File: config.mk
export PLATFORM = sky130hd
export DESIGN_NAME = saver_sd_card_flat
export DESIGN_NICKNAME = d
export VERILOG_FILES = /design/src/rtl/saver_pkg.sv /design/src/rtl/saver_sd_card_if.sv /design/src/rtl/sector_buffer_dp.sv /design/src/rtl/saver_sd_card.sv /design/src/flat_wrapper.sv
export SDC_FILE = /design/constraint.sdc
export NUM_CORES = 2
export LEC_CHECK = 0
export BUFFER_PORTS_ARGS = -buffer_cell sky130_fd_sc_hd__clkbuf_2
export CAP_MARGIN = 20
export CORE_MARGIN = 3
export CORE_UTILIZATION = 45
export CTS_BUF_LIST = sky130_fd_sc_hd__clkbuf_16
export DETAILED_ROUTE_END_ITERATION = 16
export HOLD_SLACK_MARGIN = 0.15
export PLACE_DENSITY = 0.61
export RECOVER_POWER = 50
export SLEW_MARGIN = 20
export SYNTH_ARGS = -nofsm -noshare
export SYNTH_HDL_FRONTEND = slang
export SYNTH_SLANG_ARGS = --single-unit
File: constraint.sdc
create_clock -name clk -period 8.8 [get_ports clk]
set_input_delay 0.88 -clock clk [delete_from_list [all_inputs] [get_ports clk]]
set_output_delay 0.88 -clock clk [all_outputs]
set_load 0.01 [all_outputs]
File: src/rtl/saver_pkg.sv
// Shared types and constants for the SD-card image saver.
// Covers the FSM state encoding, the sector geometry and the target-select decode.
package saver_pkg;

    localparam int SECTOR_BYTES = 512;
    localparam int IDX_W        = 9;

    typedef enum logic [2:0] {
        S_IDLE,
        S_FILL_REQ,
        S_FILL_CAP,
        S_WR_REQ,
        S_WR_WAIT,
        S_NEXT,
        S_FINISH
    } state_t;

    // One 3-bit sd_wr pattern per save_sel value, LSB group = sel 0; sel 3 maps to nothing.
    localparam logic [11:0] SEL_WR_MAP  = {3'b000, 3'b100, 3'b010, 3'b001};
    localparam logic [1:0]  SEL_INVALID = 2'd3;

    function automatic logic [2:0] sel_to_wr(input logic [1:0] sel);
        return SEL_WR_MAP[int'(sel) * 3 +: 3];
    endfunction

endpackage

File: src/rtl/saver_sd_card_if.sv
// Bus bundle between the saver, the core's ioctl upload port and the shared SD controller.
// sd_wr is a level request held until sd_busy acknowledges it, and sd_done ends the sector;
// ioctl_rd is a one-cycle strobe that is never raised while ioctl_wait is high, and
// ioctl_din answers it on the following cycle.
interface saver_sd_card_if #(
    parameter int ADDR_W = 23
);
    logic              save_req;
    logic [1:0]        save_sel;
    logic [ADDR_W-1:0] save_size;
    logic [31:0]       sd_lba;
    logic [2:0]        sd_wr;
    logic              sd_busy;
    logic              sd_done;
    logic [8:0]        sd_byte_index;
    logic [7:0]        sd_wr_data;
    logic              ioctl_upload;
    logic [ADDR_W-1:0] ioctl_addr;
    logic              ioctl_rd;
    logic [7:0]        ioctl_din;
    logic              ioctl_wait;
    logic              saver_busy;
    logic              save_done;

    modport master (
        input  save_req, save_sel, save_size, sd_busy, sd_done, sd_byte_index,
               ioctl_din, ioctl_wait,
        output sd_lba, sd_wr, sd_wr_data, ioctl_upload, ioctl_addr, ioctl_rd,
               saver_busy, save_done
    );

    modport slave (
        output save_req, save_sel, save_size, sd_busy, sd_done, sd_byte_index,
               ioctl_din, ioctl_wait,
        input  sd_lba, sd_wr, sd_wr_data, ioctl_upload, ioctl_addr, ioctl_rd,
               saver_busy, save_done
    );
endinterface

File: src/rtl/sector_buffer_dp.sv
// 512x8 simple dual-port sector buffer: write port fed by the fill path,
// registered read port addressed by the SD controller's byte index.
module sector_buffer_dp
    import saver_pkg::*;
(
    input  logic             clk,
    input  logic             reset_n,
    input  logic             a_we,
    input  logic [IDX_W-1:0] a_addr,
    input  logic [7:0]       a_wdata,
    input  logic [IDX_W-1:0] b_addr,
    output logic [7:0]       b_rdata
);
    logic [7:0] mem [SECTOR_BYTES];
    logic [7:0] b_rdata_q;

    always_ff @(posedge clk) begin
        if (a_we) mem[a_addr] <= a_wdata;
    end

    // Output register carries the reset so the read data reads 0 after reset.
    always_ff @(posedge clk or negedge reset_n) begin
        if (!reset_n) b_rdata_q <= '0;
        else          b_rdata_q <= mem[b_addr];
    end

    assign b_rdata = b_rdata_q;
endmodule

File: src/rtl/saver_sd_card.sv
// Reads an image back from the core over ioctl, stages it a sector at a time,
// and writes the sectors to the selected SD image starting at LBA 0.
module saver_sd_card
    import saver_pkg::*;
#(
    parameter int ADDR_W = 23
) (
    input  logic            clk,
    input  logic            reset_n,
    saver_sd_card_if.master bus,
    output state_t          dbg_state
);
    state_t            state_q, state_d;
    logic [1:0]        sel_q, sel_d;
    logic [ADDR_W-1:0] size_q, size_d;
    logic [ADDR_W-1:0] addr_q, addr_d;
    logic [31:0]       lba_q, lba_d;
    logic [31:0]       sd_lba_q, sd_lba_d;
    logic [IDX_W-1:0]  cnt_q, cnt_d;
    logic [2:0]        sd_wr_q, sd_wr_d;
    logic              upload_q, upload_d;
    logic              busy_q, busy_d;
    logic              done_q, done_d;
    logic              ioctl_rd;
    logic              buf_we;
    logic [7:0]        buf_wdata;
    logic [7:0]        buf_rdata;
    logic              req_ok, addr_done, sector_full;

    assign req_ok      = bus.save_sel != SEL_INVALID && bus.save_size != '0;
    assign addr_done   = addr_q >= size_q;
    assign sector_full = cnt_q == IDX_W'(SECTOR_BYTES - 1);

    always_ff @(posedge clk or negedge reset_n) begin
        if (!reset_n) state_q <= S_IDLE;
        else          state_q <= state_d;
    end

    always_comb begin
        state_d = state_q;
        case (state_q)
            S_IDLE:     if (bus.save_req && req_ok) state_d = S_FILL_REQ;
            S_FILL_REQ: begin
                if (addr_done)            state_d = sector_full ? S_WR_REQ : S_FILL_REQ;
                else if (!bus.ioctl_wait) state_d = S_FILL_CAP;
            end
            S_FILL_CAP: state_d = sector_full ? S_WR_REQ : S_FILL_REQ;
            S_WR_REQ:   state_d = S_WR_WAIT;
            S_WR_WAIT:  if (bus.sd_done) state_d = S_NEXT;
            S_NEXT:     state_d = addr_done ? S_FINISH : S_FILL_REQ;
            S_FINISH:   state_d = S_IDLE;
            default:    state_d = S_IDLE;
        endcase
    end

    // ioctl_rd is issued from FILL_REQ itself so the byte is back in FILL_CAP (2 cycles/byte).
    always_comb begin
        sel_d     = sel_q;
        size_d    = size_q;
        addr_d    = addr_q;
        lba_d     = lba_q;
        cnt_d     = cnt_q;
        sd_lba_d  = sd_lba_q;
        sd_wr_d   = bus.sd_busy ? 3'b000 : sd_wr_q;
        upload_d  = upload_q;
        busy_d    = busy_q;
        done_d    = 1'b0;
        ioctl_rd  = 1'b0;
        buf_we    = 1'b0;
        buf_wdata = 8'h00;
        case (state_q)
            S_IDLE: begin
                if (bus.save_req && req_ok) begin
                    sel_d    = bus.save_sel;
                    size_d   = bus.save_size;
                    addr_d   = '0;
                    lba_d    = '0;
                    cnt_d    = '0;
                    upload_d = 1'b1;
                    busy_d   = 1'b1;
                end else if (bus.save_req) begin
                    done_d = 1'b1;
                end
            end
            S_FILL_REQ: begin
                if (addr_done) begin
                    buf_we = 1'b1;
                    cnt_d  = cnt_q + 1'b1;
                end else if (!bus.ioctl_wait) begin
                    ioctl_rd = 1'b1;
                end
            end
            S_FILL_CAP: begin
                buf_we    = 1'b1;
                buf_wdata = bus.ioctl_din;
                addr_d    = addr_q + 1'b1;
                cnt_d     = cnt_q + 1'b1;
            end
            S_WR_REQ: begin
                sd_lba_d = lba_q;
                sd_wr_d  = sel_to_wr(sel_q);
            end
            S_NEXT: begin
                lba_d = lba_q + 32'd1;
                cnt_d = '0;
            end
            S_FINISH: begin
                upload_d = 1'b0;
                busy_d   = 1'b0;
                addr_d   = '0;
                done_d   = 1'b1;
            end
            default: ;
        endcase
    end

    always_ff @(posedge clk or negedge reset_n) begin
        if (!reset_n) begin
            sel_q    <= '0;
            size_q   <= '0;
            addr_q   <= '0;
            lba_q    <= '0;
            cnt_q    <= '0;
            sd_lba_q <= '0;
            sd_wr_q  <= '0;
            upload_q <= 1'b0;
            busy_q   <= 1'b0;
            done_q   <= 1'b0;
        end else begin
            sel_q    <= sel_d;
            size_q   <= size_d;
            addr_q   <= addr_d;
            lba_q    <= lba_d;
            cnt_q    <= cnt_d;
            sd_lba_q <= sd_lba_d;
            sd_wr_q  <= sd_wr_d;
            upload_q <= upload_d;
            busy_q   <= busy_d;
            done_q   <= done_d;
        end
    end

    sector_buffer_dp u_buf (
        .clk     (clk),
        .reset_n (reset_n),
        .a_we    (buf_we),
        .a_addr  (cnt_q),
        .a_wdata (buf_wdata),
        .b_addr  (bus.sd_byte_index),
        .b_rdata (buf_rdata)
    );

    assign bus.sd_lba       = sd_lba_q;
    assign bus.sd_wr        = sd_wr_q;
    assign bus.sd_wr_data   = buf_rdata;
    assign bus.ioctl_upload = upload_q;
    assign bus.ioctl_addr   = addr_q;
    assign bus.ioctl_rd     = ioctl_rd;
    assign bus.saver_busy   = busy_q;
    assign bus.save_done    = done_q;
    assign dbg_state        = state_q;
endmodule

File: src/flat_wrapper.sv
// flat-port wrapper written by rule: the top's interface ports become plain ports
module saver_sd_card_flat import saver_pkg::*;
#(
    parameter int ADDR_W = 23
)
  (clk, reset_n, dbg_state, bus_save_req, bus_save_sel, bus_save_size, bus_sd_busy, bus_sd_done, bus_sd_byte_index, bus_ioctl_din, bus_ioctl_wait, bus_sd_lba, bus_sd_wr, bus_sd_wr_data, bus_ioctl_upload, bus_ioctl_addr, bus_ioctl_rd, bus_saver_busy, bus_save_done);
  saver_sd_card_if #(.ADDR_W(ADDR_W)) bus_i ();
  input  logic clk;
  input  logic reset_n;
  output state_t dbg_state;
  input wire logic [$bits(bus_i.save_req)-1:0] bus_save_req;
  input wire logic [$bits(bus_i.save_sel)-1:0] bus_save_sel;
  input wire logic [$bits(bus_i.save_size)-1:0] bus_save_size;
  input wire logic [$bits(bus_i.sd_busy)-1:0] bus_sd_busy;
  input wire logic [$bits(bus_i.sd_done)-1:0] bus_sd_done;
  input wire logic [$bits(bus_i.sd_byte_index)-1:0] bus_sd_byte_index;
  input wire logic [$bits(bus_i.ioctl_din)-1:0] bus_ioctl_din;
  input wire logic [$bits(bus_i.ioctl_wait)-1:0] bus_ioctl_wait;
  output wire logic [$bits(bus_i.sd_lba)-1:0] bus_sd_lba;
  output wire logic [$bits(bus_i.sd_wr)-1:0] bus_sd_wr;
  output wire logic [$bits(bus_i.sd_wr_data)-1:0] bus_sd_wr_data;
  output wire logic [$bits(bus_i.ioctl_upload)-1:0] bus_ioctl_upload;
  output wire logic [$bits(bus_i.ioctl_addr)-1:0] bus_ioctl_addr;
  output wire logic [$bits(bus_i.ioctl_rd)-1:0] bus_ioctl_rd;
  output wire logic [$bits(bus_i.saver_busy)-1:0] bus_saver_busy;
  output wire logic [$bits(bus_i.save_done)-1:0] bus_save_done;
  assign bus_i.save_req = bus_save_req;
  assign bus_i.save_sel = bus_save_sel;
  assign bus_i.save_size = bus_save_size;
  assign bus_i.sd_busy = bus_sd_busy;
  assign bus_i.sd_done = bus_sd_done;
  assign bus_i.sd_byte_index = bus_sd_byte_index;
  assign bus_i.ioctl_din = bus_ioctl_din;
  assign bus_i.ioctl_wait = bus_ioctl_wait;
  assign bus_sd_lba = bus_i.sd_lba;
  assign bus_sd_wr = bus_i.sd_wr;
  assign bus_sd_wr_data = bus_i.sd_wr_data;
  assign bus_ioctl_upload = bus_i.ioctl_upload;
  assign bus_ioctl_addr = bus_i.ioctl_addr;
  assign bus_ioctl_rd = bus_i.ioctl_rd;
  assign bus_saver_busy = bus_i.saver_busy;
  assign bus_save_done = bus_i.save_done;
  saver_sd_card #(.ADDR_W(ADDR_W)) u_core (.clk(clk), .reset_n(reset_n), .bus(bus_i), .dbg_state(dbg_state));
endmodule
==> metrics.txt <==
status complete, but fails checks; failing checks max-capacitance violations, max-slew violations; GR Util met1 32.20%; clk buf depth 4; crit-path max cell delay 2.79 ns; CP max FO 176; Lkg Pwr 59.90 nW; port bufs 120; Seq/Total Area, Yosys 76.37%; fin util 51.21%; 1st-pass router iterations 8; critical-path cell list nor2_1 -> and3_1 -> clkbuf_2; Post-Layout Inst Area 187500 sq um; RePlAce Congestion 0.8478; M2 GR Usage 36.15%; Clock Pin Slew Worst Setup and Hold Paths 0.06 ns; Avg Synthesized Cell Area 21.21 sq um; WP buf/inv 1; Nets 8338; reg2reg setup slack 2.23 ns; Worst-Skew Late Latency 0.96 ns; final setup fails 0; Initial Utilization 45.22%; vias in the first global route 84310; Post-Place Cell Area 174300 sq um; period utilization 74.68%; most frequent cells in the layout 4096 x edfxtp_1, 1024 x mux4_2, 421 x clkbuf_16; routed length per instance 31.84 um; DRC 0; Clock Sinks 4233; die span in y 612.5 um; HPWL after DPL 253400 um; Power Density 232.8 nW/um^2; die area 375200 sq um; largest net degree at the start of global routing 207; WL final 427900 um; Fillers 28540; Horiz. Die Dim 612.5 um; Fmax 152.2 MHz; core area 366100 sq um; cells after synthesis 7807; maximum vdd drop 183.1 uV; Period minus WS final 6.572 ns; global-route wire length before repair 619900 um; Netlist cell types 54; Worst-Margin Slew 5.328 ns; min-delay worst type in -> reg; DR iter-0 viols 9771; syn_nets 7885; Setup TNS Final 0 ns; setup bufs post-CTS 0; CTS tree yes; ys flop type edfxtp_1; number of synthesized flops with an enable pin 4096; CP max-delay cell clkbuf_2; Slew Limit Fails 1392; Top delay family on crit path buffers and inverters; Ys Warns 0; DP Worst Slack 2.650 ns; IO Count 121; Site Rows 222; type of origin of the critical path flop; initial antenna violation count 19; Clock Tree Root clkbuf_16; GRT Max-Usage Layer met2; commonest non-fill, non-tap cell in the layout edfxtp_1; critical path class reg -> reg; GRT Overall Usage 22.72%; Setup Skew 0.06259 ns; Slew HR -255.2%; total gr overflow 0; Req. time, crit path 8.96 ns; met3 usage in global routing 3.795%; Syn Std Cell Area 165600 sq um; Area Overhead vs Synth 13.25%; share of post-route cells with drive strength above 1 28.41%; async set-reset flop share out of synthesis 3.236%; via count 82980; Final Hold Fails 0; CP Capture Type flop; setup ws final 2.228 ns; H-tree depth 5; Synth Register Bits 4233; RSZ-0062 raised after global routing no; Data arrival, critical path 6.73 ns; clock buffer count from CTS 415; remaining antenna violation count after routing 0; via/cell ratio 6.175; worst hold margin 0.2209 ns; max cap viols 22
stage by stage:
stage	std cells	total power, mW
after global placement	12630	26.66
after global routing	13430	44.99
final	13440	43.65
after detailed placement	12640	26.82
after floorplan	7807	25.38
after CTS	13420	43.95
where the power goes:
group | leakage [nW] | total [mW] | internal [mW] | switching, mW
logic | 13.3 | 3.45 | 0.919 | 2.53
clock network | 6.85 | 17.3 | 9.72 | 7.55
registers | 39.8 | 22.9 | 22.8 | 0.124
sequential cells by signal, summed over array words and instances (netlist names), 8 cells and up:
register               count
u_core.u_buf.b_rdata       8
u_core.lba_q              32
u_core.size_q             23
u_core.bus.ioctl_addr     23
u_core.u_buf.mem        4096
u_core.bus.sd_lba         32
u_core.cnt_q               9
cells in the mapped netlist, types with 5 or more instances:
cell type	n	share of area, %
nand3b_1	5	0.023
and2_1	29	0.11
xor2_1	9	0.048
a221oi_1	81	0.43
a21oi_1	59	0.18
mux4_2	1024	14
inv_1	30	0.068
dfrtp_1	137	2.1
nand3_1	64	0.19
and3_1	38	0.14
a21o_1	5	0.023
clkbuf_1	280	0.63
nor2_1	122	0.28
buf_6	37	0.25
buf_4	81	0.37
a211oi_1	46	0.21
o22a_1	88	0.47
o2111ai_1	15	0.079
xnor2_1	13	0.069
edfxtp_1	4096	74
ha_1	30	0.23
buf_1	26	0.059
o221ai_1	109	0.58
nand4_1	15	0.057
nand2b_1	9	0.034
mux2_2	165	1.1
o21ai_0	165	0.50
o31ai_1	11	0.050
o22ai_1	10	0.038
nor2b_1	9	0.034
nand2_1	187	0.42
buf_2	113	0.34
nor4_1	26	0.098
mux2i_1	152	0.92
or3_1	6	0.023
a22oi_1	9	0.041
nor3_1	466	1.4
a31oi_1	8	0.030
routing by layer:
layer,vias up,routed length (um)
met5,-,45
met4,6,14490
met3,623,33980
met2,3767,206900
met1,44670,172500
li1,33920,-
timing repair:
item,4_1_cts,5_1_grt
hold buffers,18,0
resized for setup,0,0
endpoints found under the hold margin,93,0
cell families after synthesis:
family	Yosys count	share of synthesized area, %
adder cells (fa/ha/maj)	30	0.2267
flip-flops	4233	76.37
multiplexers	1341	15.97
XOR/XNOR	22	0.1164
AO/OA/AOI/OAI	623	2.703
AND/OR/NAND/NOR	990	2.892
buffers and inverters	568	1.725
final timing paths:
path                       cells after the start                  endpoint                 from
min                                            2         u_core.size_q[19]    bus_save_size[19]
min in group asynchronous                      2   u_core.u_buf.b_rdata[6]              reset_n
max reg2reg                                    3  u_core.u_buf.mem[314][5]  u_core.dbg_state[2]
min reg2reg                                    1       u_core.bus.sd_wr[0]      u_core.sel_q[1]
max in group asynchronous                      2     u_core.bus.sd_lba[30]              reset_n
max                                            3  u_core.u_buf.mem[314][5]  u_core.dbg_state[2]
cell type report:
| type | instances | area, sq um | share of cell area (%) |
|---|---|---|---|
| clock buffer | 421 | 10540 | 5.619 |
| antenna | 10 | 25.02 | 0.01335 |
| inverter | 31 | 123.9 | 0.06607 |
| clock inverter | 347 | 2684 | 1.431 |
| timing repair buffer | 573 | 4263 | 2.274 |
| tap | 4816 | 6026 | 3.214 |
| sequential | 4233 | 126400 | 67.43 |
| multi-input combinational | 3006 | 37400 | 19.95 |
Power figures use the tool's default switching activity.
